--- src/rtl/seq_divider.sv ---
// seq_divider -- sequential restoring divider for unsigned operands.
//
// Divides dividend by divisor one quotient bit per clock, MSB first, using a
// WIDTH+1 bit partial remainder so the trial subtraction never overflows.
// A request is taken while in_ready is high; the result appears one cycle
// later than the WIDTH-th step, marked by a single-cycle out_valid pulse, and
// then stays on quotient/remainder/div_by_zero until the next request is
// accepted. Dividing by zero falls out of the algorithm naturally: quotient
// is all ones, remainder equals the dividend, and div_by_zero is raised.
//
// Ports:
//   clk          sole clock, rising edge
//   rst_n        asynchronous active-low reset
//   in_valid     request strobe, only looked at while in_ready is high
//   dividend     unsigned numerator, sampled with in_valid
//   divisor      unsigned denominator, sampled with in_valid
//   in_ready     high while the divider is idle
//   quotient     result quotient
//   remainder    result remainder
//   div_by_zero  high with the result when the accepted divisor was zero
//   out_valid    one-cycle pulse marking the result valid
//
// Build option:
//   DIV_EARLY_EXIT_EN  when defined, a zero divisor or a dividend smaller
//                      than the divisor finishes straight from acceptance.
//                      When undefined, every division takes exactly WIDTH
//                      steps regardless of operand values (constant time).

`timescale 1ns/1ps

module seq_divider #(
   parameter int WIDTH = 8
) (
   input  logic             clk,
   input  logic             rst_n,
   input  logic             in_valid,
   input  logic [WIDTH-1:0] dividend,
   input  logic [WIDTH-1:0] divisor,
   output logic             in_ready,
   output logic [WIDTH-1:0] quotient,
   output logic [WIDTH-1:0] remainder,
   output logic             div_by_zero,
   output logic             out_valid
);

   localparam int CW = $clog2(WIDTH) + 1;

   typedef enum logic [1:0] {
      IDLE,
      BUSY,
      DONE
   } state_t;

   state_t           r_state;
   state_t           w_nextState;
   logic [CW-1:0]    r_count;
   logic [WIDTH-1:0] r_dvd;
   logic [WIDTH-1:0] r_divisor;
   logic [WIDTH:0]   r_rem;
   logic [WIDTH-1:0] r_quot;
   logic             r_dbz;

   logic [WIDTH:0]   w_shift;
   logic [WIDTH:0]   w_diff;
   logic             w_fits;
   logic             w_lastStep;
   logic             w_early;

   // One restoring step: bring the next dividend bit into the partial
   // remainder and try to take the divisor out of it. Both sides of the
   // compare are WIDTH+1 bits so a shifted remainder above 2^WIDTH-1 is
   // still handled correctly.
   always_comb begin
      w_shift    = (r_rem << 1) | {{WIDTH{1'b0}}, r_dvd[WIDTH-1]};
      w_fits     = (w_shift >= {1'b0, r_divisor});
      w_diff     = w_shift - {1'b0, r_divisor};
      w_lastStep = (r_count == CW'(WIDTH - 1));
   end

   // Early termination only exists when the build option is on; otherwise
   // the divider must never take an operand-dependent path.
   always_comb begin
`ifdef DIV_EARLY_EXIT_EN
      w_early = (divisor == '0) || (dividend < divisor);
`else
      w_early = 1'b0;
`endif
   end

   // State register for the IDLE -> BUSY -> DONE -> IDLE cycle.
   always_ff @(posedge clk or negedge rst_n) begin
      if (!rst_n) begin
         r_state <= IDLE;
      end else begin
         r_state <= w_nextState;
      end
   end

   // Next-state and handshake outputs. Requests arriving while BUSY or DONE
   // are simply not looked at, so nothing is queued.
   always_comb begin
      w_nextState = r_state;
      in_ready    = 1'b0;
      out_valid   = 1'b0;
      case (r_state)
         IDLE: begin
            in_ready = 1'b1;
            if (in_valid) begin
               w_nextState = w_early ? DONE : BUSY;
            end
         end
         BUSY: begin
            if (w_lastStep) begin
               w_nextState = DONE;
            end
         end
         DONE: begin
            out_valid   = 1'b1;
            w_nextState = IDLE;
         end
         default: begin
            w_nextState = IDLE;
         end
      endcase
   end

   // Datapath. Acceptance latches the operands and clears the previous
   // result; each BUSY cycle performs one step; the result registers are
   // left alone in DONE and IDLE so the answer stays visible until the next
   // request replaces it.
   always_ff @(posedge clk or negedge rst_n) begin
      if (!rst_n) begin
         r_count   <= '0;
         r_dvd     <= '0;
         r_divisor <= '0;
         r_rem     <= '0;
         r_quot    <= '0;
         r_dbz     <= 1'b0;
      end else begin
         case (r_state)
            IDLE: begin
               if (in_valid) begin
                  r_dvd     <= dividend;
                  r_divisor <= divisor;
                  r_count   <= '0;
                  if (w_early) begin
                     r_quot <= {WIDTH{divisor == '0}};
                     r_rem  <= {1'b0, dividend};
                     r_dbz  <= (divisor == '0);
                  end else begin
                     r_quot <= '0;
                     r_rem  <= '0;
                     r_dbz  <= 1'b0;
                  end
               end
            end
            BUSY: begin
               r_dvd   <= {r_dvd[WIDTH-2:0], 1'b0};
               r_rem   <= w_fits ? w_diff : w_shift;
               r_quot  <= {r_quot[WIDTH-2:0], w_fits};
               r_count <= r_count + CW'(1);
               if (w_lastStep) begin
                  r_dbz <= (r_divisor == '0);
               end
            end
            default: begin
            end
         endcase
      end
   end

   // The quotient/remainder registers double as the held result.
   always_comb begin
      quotient    = r_quot;
      remainder   = r_rem[WIDTH-1:0];
      div_by_zero = r_dbz;
   end

endmodule

--- config.mk ---
export PLATFORM = sky130hd
export DESIGN_NAME = seq_divider
export DESIGN_NICKNAME = d
export VERILOG_FILES = /design/src/rtl/seq_divider.sv
export SDC_FILE = /design/constraint.sdc
export NUM_CORES = 1
export LEC_CHECK = 0
export CORE_MARGIN = 8
export CORE_UTILIZATION = 31
export CTS_CLUSTER_DIAMETER = 120
export DETAILED_ROUTE_END_ITERATION = 6
export GPL_ROUTABILITY_DRIVEN = 0
export MAX_ROUTING_LAYER = met4
export PLACE_DENSITY_LB_ADDON = 0.25
export SETUP_SLACK_MARGIN = 0.1
export SLEW_MARGIN = 25
export SYNTH_ARGS = -nofsm -noshare
export SYNTH_HDL_FRONTEND = slang
export SYNTH_SLANG_ARGS = --single-unit
export TNS_END_PERCENT = 5
--- constraint.sdc ---
create_clock -name clk -period 2.5 [get_ports clk]
set_input_delay 0.625 -clock clk [delete_from_list [all_inputs] [get_ports clk]]
set_output_delay 0.625 -clock clk [all_outputs]
set_load 0.01 [all_outputs]
==> summary.md, run 1 <==
| Metric | Value |
|---|---|
| Count of final max-slew check failures | `0` |
| Worst IR Drop VDD | `709 uV` |
| Die Area | `0.00959 mm^2` |
| Final setup viols | `0` |
| Post-synth EDFFs | `0` |
| Yosys Warn Count | `0` |
| CTS Buffer Depth | `2` |
| Number of max-cap violations | `0` |
| Hold violation total from the final report | `0` |
| First-pass GRT wire length | `8400 um` |
| CTS tree | `yes` |
| #FFs+latches synth | `39` |
| Slowest cell on crit path | `clkdlybuf4s50_1` |
| Fin nets | `276` |
| Synthesis-to-finish area growth | `27.5%` |
| Mapped Nets | `236` |
| TritonCTS buffer count | `5` |
| DP HPWL | `3480 um` |
| Total grt overflow | `0` |
| Avg Inst Size Synth | `10.1 um^2` |
| Post-synthesis cell area | `0.00208 mm^2` |
| Pin count of the biggest net entering global routing | `40` |
| Worst Setup Start Kind | `flip-flop` |
| Antenna cells | `0` |
| Main flop type after synthesis | `dfrtp_1` |
| Die W | `98.0 um` |
| Worst Skew | `0.00671 ns` |
| Asr flop ratio synth | `100%` |
| Tot Pwr | `3.88 mW` |
| Initial DRT Pass Iterations | `4` |
| Initial Util | `31.3%` |
| Ports | `38` |
| Met2 GRT Util | `17.2%` |
| Unrepaired setup endpoints after global routing | `no` |
| Leak pwr | `1.14 nW` |
| CTS Root Cell | `clkbuf_8` |
| Kind of cell adding the most delay to the critical path | `buffers and inverters` |
| Clock slew at reported path FFs | `0.08 ns` |
| Fmax | `482 MHz` |
| Chip Height | `98.0 um` |
| Critical Setup Path Class | `reg -> out` |
| # Post-CTS Setup Buffers | `0` |
| Number of gates resized after CTS | `0` |
| Hold/Removal Path Class | `in -> async` |
| Commonest non-fill, non-tap cell in the layout | `dfrtp_1` |
| Max FO, Critical Path | `8` |
| GR Util met1 | `13.3%` |
| Rel. slew slack | `67.8%` |
| Drt wl/cell | `15.0 um` |
| Cells after DPL | `320` |
| Setup TNS | `0 ns` |
| Syn Inst Count | `207` |
| Final Instance Count excl. Fillers | `328` |
| Crit end category | `primary output` |
| Worst Tran Pin Value | `0.483 ns` |
| Fillers | `656` |
| Status | `complete, no violations` |
| Initial antenna violation count | `0` |
| Final WL | `4910 um` |
| Worst stage delay on the critical path | `0.54 ns` |
| GRT Total Usage | `10.9%` |
| Vias in the first global route | `1775` |
| Final critical-path share of the clock period | `83.0%` |
| WP data required | `1.88 ns` |
| Met3 usage | `2.84%` |
| PD cells | `1460 mW/mm^2` |
| Critical Path AT | `1.45 ns` |
| Critical-path cell list | `nor2b_1 > clkdlybuf4s50_1` |
| GRT busiest layer | `met2` |
| Buf/Inv on CP | `1` |
| H-tree levels | `2` |
| Period minus WS final | `2.07 ns` |
| Row count | `30` |
| Core Region | `0.00664 mm^2` |
| Via count | `1643` |
| Worst hold slack | `0.288 ns` |
| Synth unique cells | `46` |
| DRC viols | `0` |
| Seq/Total Area, Yosys | `46.9%` |
| Layout cell share with drive strength beyond 1 | `11.3%` |
| Commonest cells after routing, fill and taps aside | `dfrtp_1 (39), clkdlybuf4s50_1 (36), nand2_1 (25)` |
| Antenna Nets Post-Route | `0` |
| IO buf count | `37` |
| Via density per instance | `5.01` |
| CTS Hold Bufs | `0` |
| Clk sinks | `39` |
| First DRT Iteration DRCs | `54` |
| Clk_lat worst skew | `0.29 ns` |
[state kept, by name, indices dropped and copies added, names as in the netlist]
| signal | count |
|---|---|
| r_dvd | 8 |
| r_count | 4 |
| div_by_zero | 1 |
| r_state | 2 |
| quotient | 8 |
| r_divisor | 8 |
| r_rem | 8 |
[area by class of cell]
cell class / count / area, um^2 / share of cell area (%)
inverters: 13 / 48.8 / 1.84
clock inverters: 1 / 5.00 / 0.189
repair buffers: 44 / 443 / 16.7
flip-flops and latches: 39 / 976 / 36.8
well taps: 80 / 100 / 3.77
clock buffers: 7 / 76.3 / 2.88
multi-input cells: 144 / 1000 / 37.9
[through the flow]
stage / util [%] / instance area (um^2) / setup WS, ns
after floorplan: - / 2080 / 0.698
after global placement: 38.7 / 2570 / 0.460
after detailed placement: 38.7 / 2570 / 0.442
after CTS: 39.9 / 2650 / 0.401
after global routing: 39.9 / 2650 / 0.319
final: 39.9 / 2650 / 0.426
[final timing paths]
kind	cells past startpoint	slack, ns	start	endpoint
min in group clk	2	0.49	r_dvd[6]	r_dvd[6]
min	2	0.29	rst_n	r_divisor[7]
min reg2reg	2	0.49	r_dvd[6]	r_dvd[6]
max reg2reg	7	0.53	r_divisor[0]	r_rem[4]
max in group asynchronous	2	2.00	rst_n	r_dvd[6]
max	2	0.43	r_state[1]	out_valid
[where the power goes]
| part | internal [mW] | total [mW] | switching, mW | leakage, nW |
|---|---|---|---|---|
| logic | 1.13 | 2.31 | 1.19 | 0.610 |
| clock network | 0.196 | 0.403 | 0.207 | 0.0422 |
| registers | 0.927 | 1.17 | 0.241 | 0.490 |
[worst reg2reg max path: stages, from the launching register on]
cell     delay (ns)
dfrtp_1        0.42
ha_1           0.24
fa_1           0.42
nor2b_1        0.17
o21ai_0        0.13
xor2_1         0.16
or3_1          0.31
nand2_1        0.06
[Yosys cell counts (all sizes together), types with 2 or more instances]
master | instances | area share, %
inv | 13 | 2.3
ha | 9 | 5.4
a21oi | 9 | 3.1
or3 | 2 | 0.60
nor2 | 5 | 0.90
nand2b | 2 | 0.60
a31oi | 2 | 0.90
a32oi | 3 | 1.3
mux2i | 7 | 3.4
nor4 | 2 | 0.60
xnor2 | 2 | 0.84
o311ai | 2 | 0.84
a22oi | 2 | 0.72
nor2b | 11 | 3.3
dfrtp | 39 | 47
or2 | 2 | 0.60
xor2 | 3 | 1.3
clkbuf | 4 | 0.72
nand3b | 2 | 0.72
o31ai | 2 | 0.96
o21ai | 26 | 6.4
nand3 | 4 | 0.96
a22o | 9 | 3.8
buf | 7 | 2.1
nand2 | 25 | 4.5
[metal layers]
layer | up-vias | part of all wire (%)
li1 | 812 | -
met1 | 798 | 47
met2 | 28 | 47
met3 | 5 | 4.1
met4 | 0 | 1.1
met5 | - | 0
[logic make-up (layout without fill, tap and decap cells)]
kind of cell / Yosys count / in the layout / share of synthesized area (%)
AO/OA/AOI/OAI: 62 / 62 / 21.2
XOR/XNOR: 5 / 5 / 2.10
adder cells (fa/ha/maj): 10 / 10 / 6.37
buffers and inverters: 24 / 65 / 5.17
flip-flops: 39 / 39 / 46.9
multiplexers: 8 / 8 / 3.91
AND/OR/NAND/NOR: 59 / 59 / 14.4
Note: power is estimated with default switching activity, not from simulation.
==> run 2, diff against run 1 <==
Clock period 2.5 ns to 1.72 ns, I/O delays scaled along.
==> summary.md, run 2 (synthesis gave the netlist of run 1 again) <==
| Metric | Value |
|---|---|
| Fmax | `573 MHz` |
| DRC viols | `0 (unchanged)` |
| Number of max-cap violations | `0 (unchanged)` |
| Internal power | `4.09 mW (+82%)` |
| Row count | `30 (unchanged)` |
| Unrepaired setup endpoints after global routing | `yes` |
| Post-Place Cell Area | `0.00285 mm^2 (+11%)` |
| Die W | `98.0 um (unchanged)` |
| Via density per instance | `4.81 (-3.9%)` |
| Status | `finished, violations left` |
| Count of final max-slew check failures | `0 (unchanged)` |
| Core Region | `0.00664 mm^2 (unchanged)` |
| Antenna Nets Post-Route | `0 (unchanged)` |
| Buf/Inv on CP | `2 (+1)` |
| Clk_lat worst skew | `0.30 ns (about the same)` |
| Failing checks | `setup timing` |
| CTS Root Cell | `clkbuf_8` |
| Crit end category | `flip-flop` |
| Period minus WS final | `1.75 ns` |
| Cell area after layout | `0.00306 mm^2 (+15%)` |
| Worst Skew | `0.00383 ns (-0.00288 ns)` |
| Hold violation total from the final report | `0 (unchanged)` |
| Critical Path AT | `1.99 ns (+0.54 ns)` |
| Final WL | `5020 um (+2.3%)` |
| Initial antenna violation count | `0 (unchanged)` |
| Leak pwr | `1.47 nW (+29%)` |
| GRT Total Usage | `11.7% (+0.83 points)` |
| Synthesis-to-finish area growth | `46.8%` |
| DP HPWL | `3750 um (+7.7%)` |
| H-tree levels | `2 (unchanged)` |
| Chip Height | `98.0 um (unchanged)` |
| PD cells | `2210 mW/mm^2 (+51%)` |
| Fin nets | `306 (+11%)` |
| Tot Pwr | `6.75 mW (+74%)` |
| FF+latch area | `976 um^2 (unchanged)` |
| Seq pwr share | `24.4% (-5.7 points)` |
| Final setup viols | `3 (+3)` |
| CTS tree | `yes` |
| First-pass GRT wire length | `8880 um (+5.7%)` |
| Layout cell share with drive strength beyond 1 | `29.1% (+18 points)` |
| Final setup margin | `-0.0263 ns (-0.452 ns)` |
| Ports | `38 (unchanged)` |
| Antenna cells | `0 (unchanged)` |
| Clk network pwr share | `12.3% (+1.9 points)` |
| Critical Setup Path Class | `reg -> reg` |
| CTS Buffer Depth | `2 (unchanged)` |
| Drt wl/cell | `14.0 um (-6.3%)` |
| Setup TNS | `-0.0527 ns (-0.0527 ns)` |
| Via count | `1723 (+4.9%)` |
| Worst Setup Start Kind | `flip-flop` |
| Worst IR Drop VDD | `916 uV (+29%)` |
| Hold/Removal Path Class | `in -> async` |
| Vias in the first global route | `1805 (+1.7%)` |
| Kind of cell adding the most delay to the critical path | `simple AND/OR/NAND/NOR gates` |
| Final critical-path share of the clock period | `102%` |
| Clock slew at reported path FFs | `0.08 ns (about the same)` |
| Initial DRT Pass Iterations | `4 (unchanged)` |
| Total grt overflow | `0 (unchanged)` |
| WP data required | `1.96 ns (+0.08 ns)` |
| Sw Pwr | `2.66 mW (+62%)` |
| Commonest non-fill, non-tap cell in the layout | `dfrtp_1` |
| Critical-path cell list | `buf_6 > ha_4 > nand3_2 > nor2b_1 > a21oi_2 > buf_12 > or3_1 > nand2_1` |
| Sw frac | `39.4% (-2.7 points)` |
| Worst stage delay on the critical path | `0.39 ns (-0.15 ns)` |
| Clk sinks | `39 (unchanged)` |
| Pin count of the biggest net entering global routing | `40 (unchanged)` |
| Slowest cell on crit path | `dfrtp_1` |
| TritonCTS buffer count | `5 (unchanged)` |
| Initial Util | `31.3% (unchanged)` |
| Fillers | `606 (-7.6%)` |
| Max FO, Critical Path | `15 (+7)` |
| Multi-input gate area | `0.00113 mm^2 (+12%)` |
| First DRT Iteration DRCs | `109 (+100%)` |
| Comb pwr share | `63.3% (+3.7 points)` |
| Commonest cells after routing, fill and taps aside | `dfrtp_1 (39), buf_4 (35), nand2_1 (24)` |
| IO buf count | `37 (unchanged)` |
| CTS Hold Bufs | `0 (unchanged)` |
| Worst Tran Pin Value | `0.426 ns (-0.0570 ns)` |
| Die Area | `0.00959 mm^2 (unchanged)` |
| Rel. slew slack | `71.6% (+3.8 points)` |
## run 2: final timing paths
check	startpoint	endpoint	slack (ns)	cells past startpoint
max in group asynchronous	rst_n	r_rem[5]	1.44	2
worst max-delay path	r_rem[5]	r_rem[4]	-0.03	8
worst min register to register	r_dvd[5]	r_dvd[5]	0.49	2
min in group clk	r_dvd[5]	r_dvd[5]	0.49	2
worst max register to register	r_rem[5]	r_rem[4]	-0.03	8
worst min-delay path	rst_n	r_divisor[3]	0.08	2
## run 2: timing repair
| action | in CTS | in global routing |
|---|---|---|
| gates cloned | 0 | 0 |
| buffers inserted | 1 | 0 |
| pin swaps | 0 | 5 |
| endpoints found under the setup margin | 28 | 29 |
| gates resized for setup | 13 | 22 |
## run 2: per-layer routing
metal  GRT usage, %  vias up  wire length (um)
met4           3.96        0                64
li1               -      870                 -
met5              -        -                 0
met1           15.4      816              2520
met3           2.92        7               194
met2           17.2       30              2240
## run 2: final cells by class
type,count,share of cell area [%]
Timing Repair Buffer,74,22.3
Inverter,13,1.60
Clock buffer,6,2.70
Multi-Input combinational cell,144,36.9
Tap cell,80,3.27
Clock inverter,2,1.27
Sequential cell,39,31.9
## run 2: stage by stage
stage          util [%]  setup slack [ns]  hold slack (ns)  instances
5_1_grt            46.0            -0.180           0.0867        358
2_1_floorplan         -            0.0290            0.134        207
3_5_place_dp       42.9            -0.153            0.415        349
4_1_cts            44.8           -0.0659           0.0829        358
6_report           46.0           -0.0263           0.0826        358
3_3_place_gp       42.9            -0.183            0.416        349
## run 2: power groups by stage
stage	clock network, mW	registers (mW)	logic (mW)
floorplan	0	1.73	2.50
global placement	0	1.67	4.13
detailed placement	0	1.67	4.14
CTS	0.863	1.64	4.15
global route	0.902	1.71	4.76
finish	0.829	1.65	4.27
==> run 3, diff against run 2 <==
Settings changed: CTS_CLUSTER_DIAMETER 120 to 50.
==> results of run 3 <==
Same layout as run 2: the final DEF is identical, and so are final timing and power.
